<file path="config.mk">
export PLATFORM = sky130hd
export DESIGN_NAME = tt_um_rps_match_scorer
export DESIGN_NICKNAME = d
export VERILOG_FILES = /design/src/rtl/tt_um_rps_match_scorer.sv
export SDC_FILE = /design/constraint.sdc
export NUM_CORES = 1
export LEC_CHECK = 0
export ABC_AREA = 1
export CAP_MARGIN = 20
export CORE_AREA = 4 4 69 71
export DETAILED_ROUTE_END_ITERATION = 12
export DIE_AREA = 0 0 73 75
export PLACE_DENSITY_LB_ADDON = 0.15
export SETUP_SLACK_MARGIN = 0.3
export SYNTH_ARGS = -nofsm -noshare
export SYNTH_HDL_FRONTEND = slang
export SYNTH_SLANG_ARGS = --single-unit
export TNS_END_PERCENT = 50
</file>
<file path="constraint.sdc">
create_clock -name clk -period 1.8 [get_ports clk]
set_input_delay 0.54 -clock clk [delete_from_list [all_inputs] [get_ports clk]]
set_output_delay 0.54 -clock clk [all_outputs]
set_load 0.005 [all_outputs]
</file>
<file path="src/rtl/tt_um_rps_match_scorer.sv">
// Rock-paper-scissors match scorer: counts judge round results until one player takes the match.
// Optional macro RPS_ASCII_DISPLAY_EN shows the match result as an ASCII byte on uo_out.
module tt_um_rps_match_scorer #(
  parameter int unsigned WINS_TO_TAKE = 3
) (
  input  logic [7:0] ui_in,
  output logic [7:0] uo_out,
  input  logic [7:0] uio_in,
  output logic [7:0] uio_out,
  output logic [7:0] uio_oe,
  input  logic       ena,
  input  logic       clk,
  input  logic       rst_n
);

  typedef enum logic [1:0] {
    PLAY  = 2'd0,
    DONE  = 2'd1,
    ERROR = 2'd2
  } state_t;

  localparam logic [2:0] WINS = 3'(WINS_TO_TAKE);

  state_t     state;
  logic [2:0] p1_score, p2_score;
  logic [3:0] round_count;
  logic [1:0] match_winner;

  logic [2:0] strb_pipe;
  logic [1:0] clr_pipe;
  logic [1:0] warm;
  logic       armed;

  logic       strb_rise, clear, accept;
  logic [2:0] p1_inc, p2_inc;
  logic [3:0] rc_inc;
  logic [1:0] status;

  logic unused_uio;
  assign unused_uio = &{1'b0, uio_in[7:2]};

  assign uio_oe = 8'b1111_1100;

  always_ff @(posedge clk or negedge rst_n) begin
    if (!rst_n) begin
      strb_pipe <= '0;
      clr_pipe  <= '0;
    end else begin
      strb_pipe <= {strb_pipe[1:0], uio_in[0]};
      clr_pipe  <= {clr_pipe[0], uio_in[1]};
    end
  end

  // The synchronizer only carries real pin samples two edges after reset; a strobe
  // is armed once the synchronized pin has been seen low after that point, so a pin
  // stuck high across reset release never produces a round.
  always_ff @(posedge clk or negedge rst_n) begin
    if (!rst_n) begin
      warm  <= '0;
      armed <= 1'b0;
    end else begin
      if (warm != 2'd2) warm <= warm + 2'd1;
      if (warm == 2'd2 && !strb_pipe[1]) armed <= 1'b1;
    end
  end

  assign strb_rise = strb_pipe[1] & ~strb_pipe[2];
  assign clear     = clr_pipe[1];
  assign accept    = strb_rise & armed & ena & ~clear;

  assign p1_inc = p1_score + 3'd1;
  assign p2_inc = p2_score + 3'd1;
  assign rc_inc = (round_count == 4'hF) ? round_count : round_count + 4'd1;

  always_ff @(posedge clk or negedge rst_n) begin
    if (!rst_n) begin
      state        <= PLAY;
      p1_score     <= '0;
      p2_score     <= '0;
      round_count  <= '0;
      match_winner <= '0;
    end else if (clear) begin
      state        <= PLAY;
      p1_score     <= '0;
      p2_score     <= '0;
      round_count  <= '0;
      match_winner <= '0;
    end else if (accept && state == PLAY) begin
      case (ui_in)
        8'h31: begin
          p1_score    <= p1_inc;
          round_count <= rc_inc;
          if (p1_inc == WINS) begin
            state        <= DONE;
            match_winner <= 2'b01;
          end
        end
        8'h32: begin
          p2_score    <= p2_inc;
          round_count <= rc_inc;
          if (p2_inc == WINS) begin
            state        <= DONE;
            match_winner <= 2'b10;
          end
        end
        8'h00:   round_count <= rc_inc;
        default: state <= ERROR;
      endcase
    end
  end

  always_comb begin
    status = 2'b00;
    case (state)
      DONE:    status = match_winner;
      ERROR:   status = 2'b11;
      default: status = 2'b00;
    endcase
  end

  always_ff @(posedge clk or negedge rst_n) begin
    if (!rst_n) begin
      uo_out  <= '0;
      uio_out <= '0;
    end else begin
`ifdef RPS_ASCII_DISPLAY_EN
      case (state)
        DONE:    uo_out <= (match_winner == 2'b10) ? 8'h32 : 8'h31;
        ERROR:   uo_out <= 8'h3F;
        default: uo_out <= {status, p2_score, p1_score};
      endcase
`else
      uo_out <= {status, p2_score, p1_score};
`endif
      uio_out <= {round_count, state == DONE, state == ERROR, 2'b00};
    end
  end

endmodule

</file>
==> flow_summary.ini, run 1 <==
[grt]
grtUsageTotal = 0.119
grt_pass1_wl_mm = 4.93
antenna_found_initial = 0
grt_max_degree = 37
grt-ovfl-total = 0
grt_pass1_vias = 1156

[yosys]
ys.flop_type = dfrtp_1
synth_edf_count = 0
ys_types = 25
ys_warn_count = 0
synth.cell_area_um2 = 1790
synth-seq-cells = 36
yosys.area.top_type = dfrtp_1
yosysSeqAreaShare = 0.505
syn_inst = 196
synthArstFlopShare = 1.00
synth_top_area_frac = 0.505
syn_avg_cell_area_um2 = 9.11
synth_area_leaders = dfrtp_1, nand2_1, ha_1

[floorplan]
die_h_um = 75
core-area_um2 = 4230
start_util = 0.422
rows = 24
ios = 43
fp.dieW_um = 73
fp.dieArea_um2 = 5480

[clock_network]
path_clk_slew_ns = 0.07
clk_path_buf_depth = 2
clk-insertion-delay-late_ns = 0.28
numCtsBuffers = 5
clock-root-buffer = clkbuf_8
h-tree-depth = 2
cts_tree = built
cts.sinks = 36

[sta]
fmax_ghz = 0.693
finalClockSkew_ns = 0.00844
timing.final.ws_setup_ns = 0.357
hold_violations = 0
setup_viol = 0
period_share = 0.802
slew_violations = 0
rsz0062_at_grt = false
period_needed_ns = 1.44

[setup_path]
critPathMaxStageDelay_ns = 0.36
cp_num_buf_inv = 1
arrival_ns = 0.90
worstPathMaxFanout = 1
path_class = reg2out
worst_setup_path_end_kind = output port
r2r_slack_ns = 0.39
cp_num_cells = 1
worst-r2r-cell-count = 9
worstPathRequired_ns = 1.26
regToRegEndpoint = round_count[3]
crit_family = flip-flops
start_kind = flip-flop
crit_chain = dlygate4sd2_1
crit_slowest_cell = dfrtp_1
timing.rr.start = state[0]

[placed_design]
place_worst_setup_slack_ns = -0.111
place_inst = 274
hpwl_mm = 2.22
port-buffer-count = 26
place.gp.congestion = 0.752

[power]
peakVddDrop_uv = 295
powerDensity_nw_per_um2 = 742
p_leak_nw = 1.27

[cells_and_area]
fin_cells = 289
nets = 264
fillerInstances = 398
layout-drive-gt1-share = 0.249
areaGrowthSynthToFinish_pct = 29.2
diodes = 0

[worst_hold_path]
hp-class = reg2reg
holdPathEnd = clr_pipe[1]
hp-start = clr_pipe[0]
whs_path_depth = 0

[detailed_routing]
wirelength_mm = 3.02
drtAntennaViolNets = 0
routedWlPerCell_um = 10.5
num_vias = 1310
drt-pass1-iter-count = 4
drt_iter0_markers = 81
vias_per_cell = 4.53
drcViolationCount = 0

[run_status]
status = finished, final reports clean

[job]
maxCapViolations = 0
[repair_timing]
| action | 4_1_cts | 5_1_grt |
|---|---|---|
| hold buffers | 0 | 0 |
| endpoints found under the setup margin | 28 | 14 |
| gates resized for setup | 14 | 30 |
| buffers inserted | 0 | 7 |
| pin swaps | 0 | 17 |
[routing by layer]
metal	global-route usage	vias to the layer above	routed length [um]
met4	0.0492	0	54
met5	0	-	0
li1	-	667	-
met2	0.190	31	1480
met1	0.148	607	1320
met3	0.0387	5	167
[sequential cells by signal, indices dropped and copies added (netlist names)]
signal / count
armed: 1
clr_pipe: 2
match_winner: 2
p1_score: 3
p2_score: 3
round_count: 4
state: 2
strb_pipe: 3
uio_out: 6
uo_out: 8
warm: 2
[worst max-delay path by stage]
stage                           from             end  slack [ns]
after floorplan             state[0]  round_count[0]        0.46
after global placement           ena  round_count[1]       -0.12
after detailed placement    ui_in[1]  round_count[1]       -0.11
after CTS                        ena  round_count[3]        0.17
after global routing        state[0]  round_count[3]        0.31
final                     uio_out[3]      uio_out[3]        0.36
[layout by cell type (no fill, tap or decap), drive strengths merged, types with 2 or more instances in the layout]
| master | netlist | layout |
|---|---|---|
| a21oi | 4 | 4 |
| buf | 12 | 11 |
| clkbuf | 0 | 6 |
| clkdlybuf4s50 | 0 | 3 |
| conb | 2 | 10 |
| dfrtp | 36 | 36 |
| dlygate4sd2 | 0 | 14 |
| dlymetal6s2s | 0 | 9 |
| ha | 9 | 9 |
| inv | 24 | 24 |
| nand2 | 52 | 52 |
| nand3 | 15 | 15 |
| nand4 | 2 | 2 |
| nor2 | 26 | 26 |
| o21ai | 8 | 8 |
[metrics by stage]
step	utilization	area (um^2)	setup TNS, ns	power, mW	hold WS [ns]
floorplan	-	1820	0	0.972	0.244
global placement	0.493	2090	-0.965	1.05	0.332
detailed placement	0.493	2090	-0.996	1.05	0.344
CTS	0.514	2180	0	1.72	0.354
global route	0.545	2310	0	1.80	0.366
finish	0.545	2310	0	1.71	0.352
[where the power goes]
group,internal (mW),leakage [nW],switching [mW]
Clock,0.411,0.0552,0.268
Sequential,0.839,0.468,0.0185
Combinational,0.0759,0.749,0.0986
[synthesized netlist by cell type, types with 2 or more instances]
master	instances
nand2_1	43
dfrtp_1	36
inv_1	22
nor2_1	16
nand3_1	13
buf_4	10
ha_1	9
nor2_2	7
nand2_2	5
a21oi_1	4
nand2_4	4
o21ai_0	4
o21ai_1	4
nor2_4	3
buf_6	2
conb_1	2
inv_2	2
nand3_2	2
nand4_1	2
[layout make-up]
class / count / area (um^2) / share of cell area
Timing Repair Buffer: 37 / 360 / 0.156
Inverter: 24 / 90.1 / 0.0390
Multi-Input combinational cell: 132 / 782 / 0.339
Clock buffer: 6 / 72.6 / 0.0315
Clock inverter: 2 / 35.0 / 0.0152
Tap cell: 52 / 65.1 / 0.0282
Sequential cell: 36 / 902 / 0.391
[cells by family after synthesis]
kind of cell,synth area share
simple gates,0.271
other cells,0.00421
xor+xnor,0.00981
compound gates,0.0421
fa+ha+maj,0.0631
flops,0.505
buf+inv,0.105
Power figures use the tool's default switching activity.
==> run 2, diff against run 1 <==
==> constraint.sdc (replaced) <==
create_clock -name clk -period 1.2 [get_ports clk]
set_input_delay 0.36 -clock clk [delete_from_list [all_inputs] [get_ports clk]]
set_output_delay 0.36 -clock clk [all_outputs]
set_load 0.005 [all_outputs]
==> flow_summary.ini, run 2 (synthesized netlist as in run 1, its figures left out) <==
[run_status]
status = complete, but fails checks
violations = setup timing

[setup_path]
worstPathRequired_ns = 1.38
worstPathMaxFanout = 5
arrival_ns = 1.53
path_class = in2reg
start_kind = primary input
r2r_slack_ns = -0.14
timing.rr.start = state[1]
regToRegEndpoint = round_count[2]
worst_setup_path_end_kind = flip-flop
worst-r2r-cell-count = 9

[floorplan]
fp.dieW_um = 73
core-area_um2 = 4230
die_h_um = 75
ios = 43
rows = 24
fp.dieArea_um2 = 5480
start_util = 0.422

[cells_and_area]
layout-drive-gt1-share = 0.475
final_common_cell = dfrtp_1
final_cell_area_um2 = 2500
largest_register_ffs = 8
diodes = 0
final_util = 0.591
areaGrowthSynthToFinish_pct = 40.1
mostFrequentLayoutCells = dfrtp_1, buf_4, nand2_1
regMostFlops = uo_out
fin_cells = 307
nets = 283
reg_top3 = uo_out x8, uio_out x6, round_count x4

[sta]
period_needed_ns = 1.35
timing.final.ws_setup_ns = -0.150
hold_violations = 0
setup_viol = 14
period_share = 1.12
fin_tns_setup_ns = -1.39
fmax_ghz = 0.741
rsz0062_at_grt = true
whs_ns = 0.353
slew_violations = 0
finalClockSkew_ns = 0.00270

[clock_network]
h-tree-depth = 2
clock-root-buffer = clkbuf_8
numCtsBuffers = 5
cts_tree = built
cts.sinks = 36
clk-insertion-delay-late_ns = 0.28
clk_path_buf_depth = 2
path_clk_slew_ns = 0.07

[placed_design]
place_inst = 293
place.gp.congestion = 0.787
postPlaceCellArea_um2 = 2270
hpwl_mm = 2.38
port-buffer-count = 26
place_worst_setup_slack_ns = -0.523

[grt]
grt_pass1_vias = 1294
grt-ovfl-total = 0
antenna_found_initial = 0
grtUsageTotal = 0.130
grt_max_degree = 37
grt_pass1_wl_mm = 5.47

[job]
maxCapViolations = 0

[detailed_routing]
drt-pass1-iter-count = 4
drtAntennaViolNets = 0
vias_per_cell = 4.50
num_vias = 1381
wirelength_mm = 3.29
drt_iter0_markers = 40
drcViolationCount = 0
routedWlPerCell_um = 10.7

[power]
powerDensity_nw_per_um2 = 1020
p_leak_nw = 1.27
finalPower_mw = 2.54
peakVddDrop_uv = 427

[worst_hold_path]
hp-class = reg2reg
whs_path_depth = 0
holdPathEnd = strb_pipe[1]
hp-start = strb_pipe[0]
run 2: cell types whose count changed in the layout (fill, tap and decap cells not counted), moves of 7 or more:
cell and change:
nand2_2 +7, dlymetal6s2s_1 -9, buf_2 +14, buf_4 +17, ha_1 -7, nand2_1 -9
run 2: how the worst max path moves through the flow:
stage          slack [ns]  startpoint  cells after the start               to
6_report            -0.15         ena                      8   round_count[2]
5_1_grt             -0.22    state[1]                      9   round_count[2]
4_1_cts             -0.13    state[0]                      9   round_count[0]
3_5_place_dp        -0.52    ui_in[4]                     10  match_winner[1]
3_3_place_gp        -0.51    ui_in[5]                     10  match_winner[0]
2_1_floorplan       -0.06    state[0]                      9   round_count[0]
run 2: metal layers:
layer,vias to the layer above,GRT usage,share of wire
met5,-,0,0
met4,0,0.0615,0.026
met3,8,0.0374,0.065
met2,34,0.217,0.49
met1,636,0.154,0.42
li1,703,-,-
run 2: worst max-delay path, stage by stage:
cell and delay (ns):
clkdlybuf4s50_1 0.47, nand3_2 0.08, nor2_4 0.16, nor2_4 0.06
nor2_4 0.19, nand2_4 0.10, nand2_1 0.06, nand2_1 0.04
run 2: layout make-up:
class,instances,area [um^2]
Clock buffer,7,96.3
Fill cell,380,1730
Inverter,24,92.6
Multi-Input combinational cell,132,912
Sequential cell,36,901
Tap cell,52,65.1
Timing Repair Buffer,56,434
run 2: power breakdown:
group	internal (mW)	leakage (nW)	total [mW]	switching, mW
Clock	0.511	0.0503	0.915	0.404
Sequential	1.26	0.469	1.28	0.0226
Combinational	0.158	0.747	0.347	0.189
Total	1.93	1.27	2.54	0.616
run 2: timing repair:
action	in CTS	in global routing
buffers inserted	4	3
gates resized for setup	84	33
hold buffers	0	0
setup endpoints to repair	33	34
pin swaps	19	19
endpoints found under the hold margin	0	0
gates cloned	0	0
